[src/rtl/gain_sequencer.sv]
// gain_sequencer: streams N samples from an input RAM, scales each one by an
// unsigned fixed-point gain with saturation, and writes the results to an
// output RAM. A 'done' level reports completion of each run.
module gain_sequencer #(
  parameter int C_DATA_WIDTH = 16,
  parameter int C_ADDR_WIDTH = 10,
  parameter int C_GAIN_FRAC  = 4
) (
  input  logic                    aclk,
  input  logic                    areset,
  input  logic                    start,
  input  logic [9:0]              num_of_inp,
  input  logic [7:0]              gain,
  output logic                    done,
  output logic                    busy,
  output logic                    rd_en,
  output logic [C_ADDR_WIDTH-1:0] rd_addr,
  input  logic [C_DATA_WIDTH-1:0] rd_data,
  output logic                    wr_en,
  output logic [C_ADDR_WIDTH-1:0] wr_addr,
  output logic [C_DATA_WIDTH-1:0] wr_data
);

  // Product width: signed sample times a 9-bit signed (zero-extended) gain.
  localparam int P_W = C_DATA_WIDTH + 9;

  typedef enum logic [1:0] {
    ST_IDLE  = 2'd0,
    ST_READ  = 2'd1,
    ST_DRAIN = 2'd2
  } state_t;

  // Clamp a wide signed value into the signed sample range.
  function automatic logic [C_DATA_WIDTH-1:0] f_saturate(input logic signed [P_W-1:0] s);
    logic [C_DATA_WIDTH-1:0] res;
    if (s[P_W-1:C_DATA_WIDTH-1] == {(P_W-C_DATA_WIDTH+1){s[P_W-1]}}) begin
      res = s[C_DATA_WIDTH-1:0];
    end else if (s[P_W-1]) begin
      res = {1'b1, {(C_DATA_WIDTH-1){1'b0}}};
    end else begin
      res = {1'b0, {(C_DATA_WIDTH-1){1'b1}}};
    end
    return res;
  endfunction

  state_t                  r_state;
  logic                    r_done;
  logic                    r_busy;
  logic                    r_rd_en;
  logic [C_ADDR_WIDTH-1:0] r_rd_addr;
  logic [C_ADDR_WIDTH-1:0] r_last;
  logic [7:0]              r_gain;

  logic                    r_s1_valid;
  logic [C_ADDR_WIDTH-1:0] r_s1_addr;
  logic                    r_wr_en;
  logic [C_ADDR_WIDTH-1:0] r_wr_addr;
  logic [C_DATA_WIDTH-1:0] r_wr_data;

  logic signed [P_W-1:0]   w_sample_ext;
  logic signed [P_W-1:0]   w_gain_ext;
  logic signed [P_W-1:0]   w_product;
  logic signed [P_W-1:0]   w_shifted;

  // rd_data is aligned with stage-1 valid; scale it combinationally and let
  // stage 2 register the saturated result straight onto the write port.
  assign w_sample_ext = P_W'(signed'(rd_data));
  assign w_gain_ext   = P_W'(signed'({1'b0, r_gain}));
  assign w_product    = w_sample_ext * w_gain_ext;
  assign w_shifted    = w_product >>> C_GAIN_FRAC;

  // Run control: accepts start, issues one read per cycle, waits for the last write.
  always_ff @(posedge aclk or posedge areset) begin
    if (areset) begin
      r_state   <= ST_IDLE;
      r_done    <= 1'b0;
      r_busy    <= 1'b0;
      r_rd_en   <= 1'b0;
      r_rd_addr <= {C_ADDR_WIDTH{1'b0}};
      r_last    <= {C_ADDR_WIDTH{1'b0}};
      r_gain    <= 8'd0;
    end else begin
      case (r_state)
        ST_IDLE: begin
          r_rd_en <= 1'b0;
          if (start) begin
            if (num_of_inp != 10'd0) begin
              r_last    <= C_ADDR_WIDTH'(num_of_inp - 10'd1);
              r_gain    <= gain;
              r_done    <= 1'b0;
              r_busy    <= 1'b1;
              r_rd_en   <= 1'b1;
              r_rd_addr <= {C_ADDR_WIDTH{1'b0}};
              r_state   <= ST_READ;
            end else begin
              // Empty run completes at once without touching the RAMs.
              r_done <= 1'b1;
            end
          end
        end
        ST_READ: begin
          if (r_rd_addr == r_last) begin
            r_rd_en <= 1'b0;
            r_state <= ST_DRAIN;
          end else begin
            r_rd_addr <= r_rd_addr + {{(C_ADDR_WIDTH-1){1'b0}}, 1'b1};
          end
        end
        ST_DRAIN: begin
          // The write port currently shows the final sample: the run ends here.
          if (r_wr_en && (r_wr_addr == r_last)) begin
            r_done  <= 1'b1;
            r_busy  <= 1'b0;
            r_state <= ST_IDLE;
          end
        end
        default: begin
          r_rd_en <= 1'b0;
          r_busy  <= 1'b0;
          r_state <= ST_IDLE;
        end
      endcase
    end
  end

  // Datapath pipeline: stage 1 tracks which address rd_data belongs to, stage 2 writes.
  always_ff @(posedge aclk or posedge areset) begin
    if (areset) begin
      r_s1_valid <= 1'b0;
      r_s1_addr  <= {C_ADDR_WIDTH{1'b0}};
      r_wr_en    <= 1'b0;
      r_wr_addr  <= {C_ADDR_WIDTH{1'b0}};
      r_wr_data  <= {C_DATA_WIDTH{1'b0}};
    end else begin
      r_s1_valid <= r_rd_en;
      r_s1_addr  <= r_rd_addr;
      r_wr_en    <= r_s1_valid;
      if (r_s1_valid) begin
        r_wr_addr <= r_s1_addr;
        r_wr_data <= f_saturate(w_shifted);
      end
    end
  end

  assign done    = r_done;
  assign busy    = r_busy;
  assign rd_en   = r_rd_en;
  assign rd_addr = r_rd_addr;
  assign wr_en   = r_wr_en;
  assign wr_addr = r_wr_addr;
  assign wr_data = r_wr_data;

endmodule

[config.mk]
export PLATFORM = sky130hd
export DESIGN_NAME = gain_sequencer
export DESIGN_NICKNAME = d
export VERILOG_FILES = /design/src/rtl/gain_sequencer.sv
export SDC_FILE = /design/constraint.sdc
export NUM_CORES = 1
export LEC_CHECK = 0
export BUFFER_PORTS_ARGS = -buffer_cell sky130_fd_sc_hd__buf_4
export CAP_MARGIN = 10
export CORE_ASPECT_RATIO = 0.6
export CORE_UTILIZATION = 57
export CTS_BUF_LIST = sky130_fd_sc_hd__clkbuf_4
export DETAILED_ROUTE_END_ITERATION = 8
export PLACE_DENSITY = 0.8
export SYNTH_ARGS = -nofsm -noshare
export SYNTH_HDL_FRONTEND = slang
export SYNTH_SLANG_ARGS = --single-unit
[constraint.sdc]
create_clock -name aclk -period 6 [get_ports aclk]
set_clock_uncertainty 0.2 [all_clocks]
set_input_delay 1.2 -clock aclk [delete_from_list [all_inputs] [get_ports aclk]]
set_output_delay 1.2 -clock aclk [all_outputs]
set_load 0.05 [all_outputs]
# ---- Yosys cells after proc, flatten, opt, wreduce, memory -nomap -nowiden
# Cells that the tools add are included.
dict set report word_totals {
  reg_bits 71
  word_cells 61
}
dict set report op_classes {
  addsub 2
  multipliers 1
  eq_ne 10
  muxes 23
  bitwise_logic 2
  n_reduce_logical 11
}
# op n
set op_table {}
lappend op_table {{16-bit 2-to-1 mux} 2}
lappend op_table {{10-bit 2-to-1 mux} 3}
lappend op_table {{16-bit by 9-bit multiplier with 25-bit output} 1}
lappend op_table {{10-bit == test} 2}
lappend op_table {{10-bit case mux with 2 select lines} 1}
lappend op_table {{4-bit AND reduction} 3}
lappend op_table {{10-bit by 1-bit adder with 10-bit output (second input constant)} 1}
lappend op_table {{2-bit != test (second input constant)} 5}
lappend op_table {{10-bit nonzero test} 1}
lappend op_table {{10-bit by 1-bit subtractor with 10-bit output (second input constant)} 1}
lappend op_table {{1-bit 2-to-1 mux} 9}
lappend op_table {{2-bit 2-to-1 mux} 4}
lappend op_table {{1-bit case mux with 3 select lines} 2}
lappend op_table {{2-bit case mux with 3 select lines} 1}
lappend op_table {{3-bit AND reduction} 2}
lappend op_table {{5-bit == test} 1}
lappend op_table {{2-bit nonzero test} 2}
lappend op_table {{2-bit by 1-bit == test with 1-bit output (second input constant)} 1}
lappend op_table {{2-bit == test (second input constant)} 1}
lappend op_table {{2-bit logical NOT} 1}
lappend op_table {{1-bit inverter} 2}
lappend op_table {{1-bit case mux with 2 select lines} 1}
lappend op_table {{2-bit AND reduction} 1}
lappend op_table {{1-bit logical AND} 1}

# ---- Depth between registers and ports, before layout
dict set report logic_depth {
  word_depth 4
  ltp_mapped 22
  mapped_depth_nobuf 19
}

# ---- Worst setup path after synthesis
# OpenSTA, ideal clock, no wires.
dict set report synth_path {
  kind {input-to-reg}
  from {in rd_data[15]}
  to {reg r_wr_data[6], in the netlist wr_data[6]}
  setup_ns 0.143
  arrival_ns 5.767
  path_slack_ns -0.110
  stages 20
  path_cell_list {and2_1 > fa_1 > inv_1 > fa_1 > inv_1 > fa_1 > inv_1 > fa_1 > inv_1 > ha_1 > clkbuf_1 > o211ai_1 > a21oi_1 > xor2_1 > or4b_4 > a22oi_4 > a311oi_4 > buf_6 > nor2_2 > o22ai_2}
}
dict set report synth_between {
  elab_chain_cells 3
  elab_cells_between_ends 4
}
# item line_no
set synth_rtl {}
lappend synth_rtl {{start, declared} 18} ;# input logic [C_DATA_WIDTH-1:0] rd_data,
lappend synth_rtl {{16-bit by 9-bit multiplier with 25-bit output (*)} 69} ;# assign w_product = w_sample_ext * w_gain_ext;
lappend synth_rtl {{5-bit == test or 16-bit 2-to-1 mux (tied branches)} {36, 38}}
lappend synth_rtl {{16-bit 2-to-1 mux (*)} 36} ;# if (s[P_W-1:C_DATA_WIDTH-1] == {(P_W-C_DATA_WIDTH+1){s[P_W-1]}}) begin
lappend synth_rtl {{end signal, assigned} 133} ;# r_wr_data <= {C_DATA_WIDTH{1'b0}};
lappend synth_rtl {{end signal, assigned} 140} ;# r_wr_data <= f_saturate(w_shifted);
lappend synth_rtl {{end, declared} 58} ;# logic [C_DATA_WIDTH-1:0] r_wr_data;
# Mark *: on every way between the ends. The rest lies on a longest branch, timed or not.
# A chain may end at the register's enable or synchronous reset.

# ---- Worst setup path after layout
dict set report layout_path {
  from {in rd_data[15]}
  to {reg r_wr_data[13], in the netlist wr_data[13]}
}
# Same word-level chain as after synthesis.

==> reports/qor.csv <==
stage,metric,value,unit
outcome,status,"complete, but fails checks",
outcome,failing_checks,negative setup slack,
detailed_routing,drc,0,
floorplanning,die_w,155,um
yosys,postSynthNetCount,1036,
yosys,synth_top_family_by_area,adder cells,
place,placement.io_buffers,76,
cts,reg_clk_slew_reported_paths,0.13,ns
timing,timing.fmax,166,MHz
global_routing,grt_antenna_before_repair,1,
yosys,synth-xor-area-share,0.0550,
yosys,library_cells_used_by_synthesis,64,
place,post-dp-hpwl,14900,um
detailed_routing,drt_first_iter_violations,445,
place,post_dp_cell_area,9360,um2
cts,numCtsBuffers,9,
setup_path,setup.worst_path.class,input port to flop,
timing,final_period_minus_worst_setup_slack,6.03,ns
detailed_routing,first_pass_iters,7,
detailed_routing,wl_per_cell,17.2,um
yosys,postSynthCellCount,848,
detailed_routing,routed-via-count,6645,
place,finalWeightedCongestion,0.884,
finish,layout-drive-gt1-share,0.308,
setup_path,worstPathRequired,6.15,ns
floorplanning,design.portCount,77,
timing,fin_ws,-0.0252,ns
setup_path,setup.worst_path.start_class,input port,
timing,max_slew_margin,0.384,
setup_path,cp_slowest_stage_delay,0.61,ns
cts,cts_hold_buf,0,
yosys,synth-seq-area-share,0.223,
timing,setup_viol,1,
detailed_routing,routed_wirelength,20500,um
yosys,synth_area_per_cell,9.39,um2
cts,tritoncts,yes,
detailed_routing,viasPerCell,5.56,
finish,layout-area-overhead-vs-synth,26.9,%
timing,tightest_slew,0.924,ns
yosys,synth_top_area_share,0.256,
flow_run,timing.max_cap.violations,0,
setup_path,crit_slowest_cell,fa_1,
finish,fillers,925,
timing,hold_viol_final,0,
cts,clockRootBuffer,clkbuf_4,
yosys,synth_compound_gate_area_share,0.106,
yosys,synthesized_cell_area,7960,um2
timing,post_route_fraction_of_the_period_consumed_by_the_critical_path,1.00,
yosys,synth-seq-cells,71,
floorplanning,floorplan.die_area,14500,um2
setup_path,endpoint_kind,flop,
yosys,synth.largest_area_cell,fa_1,
floorplanning,core-area,13600,um2
floorplanning,starting_density_of_the_core,0.584,
floorplanning,die-height,93.6,um
cts,cts-root-to-sink-buffers,2,
yosys,post_synth_main_area_contributors,"fa_1, dfrtp_1, inv_1",
global_routing,grt_remaining_overflow,0,
worst_hold_path,min_path_type,flop to flop,
finish,multi_input_logic_area,5860,um2
cts,cts_num_sinks,71,
global_routing,global_route_wire_length_before_repair,31800,um
global_routing,first_global_vias,6600,
global_routing,grt_max_degree,72,
cts,htreeDepth,3,
timing,drv_slew,0,
finish,seqCellArea,1780,um2
finish,utilization,0.742,
setup_path,worst_path_most_repeated_cell,buf_4,
detailed_routing,detail-route-antenna-nets,0,
setup_path,path_cells,"buf_4, buf_4, nand2_2, buf_4, fa_1, fa_1, fa_1, fa_1, inv_2, ha_4, nand4_1, buf_4, buf_4, o311ai_0, nand4_1, buf_4, nor3_2, o21ai_2, buf_6, o22ai_1",
yosys,ffs_w_async_s_r_synth,1.00,
yosys,synth_edf_count,0,
yosys,post_synthesis_share_of_cell_area_spent_on_and_or_nand_and_nor_gates,0.160,
finish,nets,1202,
timing,rsz_0062_raised_after_global_routing,true,
cts,clkLatencyLatePin,0.43,ns
yosys,synth_top_flop_cell,dfrtp_1,
finish,layout.cell_area.non_filler,10100,um2
yosys,synth-adder-area-share,0.333,
floorplanning,placementRows,33,
yosys,yosys-mux-area-fraction,0.0269,
setup_path,worstPathArrival,6.17,ns
global_routing,grt.total_usage,0.281,
yosys,yosysWarnings,0,
setup_path,critical_path.max_fanout,6,
-- worst paths after layout --
kind                                   from  cells after the start  slack, ns     endpoint
max in group asynchronous            areset                      3       4.12    r_gain[0]
worst max register to register    r_gain[2]                     20       0.12  wr_data[13]
worst max-delay path            rd_data[15]                     20      -0.03  wr_data[13]
min in group asynchronous            areset                      3       0.83   wr_data[0]
worst min register to register        rd_en                      0       0.28   r_s1_valid
worst min-delay path                  rd_en                      0       0.28   r_s1_valid
-- per-layer routing --
layer,track usage,up-vias,part of all wire
met5,0,-,0
met4,0.0479,0,0.016
met3,0.0496,44,0.059
met2,0.444,242,0.47
met1,0.410,3352,0.45
li1,-,3007,-
-- kinds of logic after synthesis --
| group | after synthesis |
|---|---|
| and+or+nand+nor | 248 |
| DFF | 71 |
| adders and majority gates | 151 |
| muxes | 19 |
| AOI/OAI and AO/OA | 110 |
| buffers and inverters | 199 |
| xor gates and xnor gates | 50 |
-- sequential cells by signal, summed over array words and instances (netlist names) --
signal / count
wr_data: 16
r_last: 10
r_s1_addr: 10
rd_addr: 10
wr_addr: 10
r_gain: 8
r_state: 2
busy: 1
done: 1
r_s1_valid: 1
rd_en: 1
wr_en: 1
-- synthesized netlist by cell type (2+ instances only) --
master and count:
inv_1 176, fa_1 102, and2_1 74, nand2_1 74, dfrtp_1 71, ha_1 49, nor2_1 38, a21oi_1 31
xnor2_1 31, mux2_2 19, xor2_1 19, clkbuf_1 17, o21ai_0 13, nor2_2 11, o22ai_2 10, nand4_1 9
nor3_1 9, nand3_1 8, a21o_1 7, o211ai_1 5, o22ai_1 5, or3_1 5, a211oi_1 4, and3_1 4
a211o_1 3, a31oi_1 3, buf_2 3, nor4_1 3, o21bai_1 3, a21oi_2 2, a221o_1 2, a221oi_1 2
nand3b_1 2, o2111a_1 2, o21a_1 2, o21ai_1 2
-- metrics by stage --
stage               instances  setup WS [ns]  TNS [ns]  hold slack [ns]
finish                   1195        -0.0252   -0.0252            0.283
global route             1195         -0.160     -1.47            0.313
CTS                      1190         0.0123         0            0.294
detailed placement       1165         -0.610     -8.29            0.257
global placement         1165         -0.452     -6.29            0.248
floorplan                 848        0.00142         0            0.152
-- worst max-delay path: cells and delay by family --
kind	cells	cell delay, ns
adders and majority gates	5	2.37
AOI/OAI and AO/OA	3	0.71
buffers and inverters	8	1.19
and+or+nand+nor	4	0.71
-- cell usage in the layout (no fill, tap or decap), drive strengths merged, types with 4 or more instances in the layout --
cell type / count
dfrtp: 71
o21ai: 16
and3: 4
and2: 74
nor3: 9
a211oi: 5
ha: 49
mux2: 19
buf: 178
clkbuf: 9
a21o: 7
a21oi: 33
fa: 102
nand2: 74
o211ai: 6
nand3: 8
xnor2: 31
o22ai: 15
inv: 178
nand4: 9
or3: 5
nor2: 49
xor2: 19
-- area by class of cell --
cell class	instances	area share
diodes	1	0.000248
clock buffers	9	0.00668
clock inverters	7	0.00805
inverters	176	0.0654
repair buffers	178	0.142
flip-flops and latches	71	0.176
well taps	175	0.0217
multi-input cells	578	0.580
-- what timing repair did --
action                                  4_1_cts  5_1_grt
cloned                                        1        1
pin swaps                                     7       69
resized for setup                             5       93
endpoints found under the setup margin       15       16
buffers inserted                              9        3
Power is left out: the tool's default activity adds up to more than one toggle a clock period on the data nets, which glitch-free logic cannot reach.
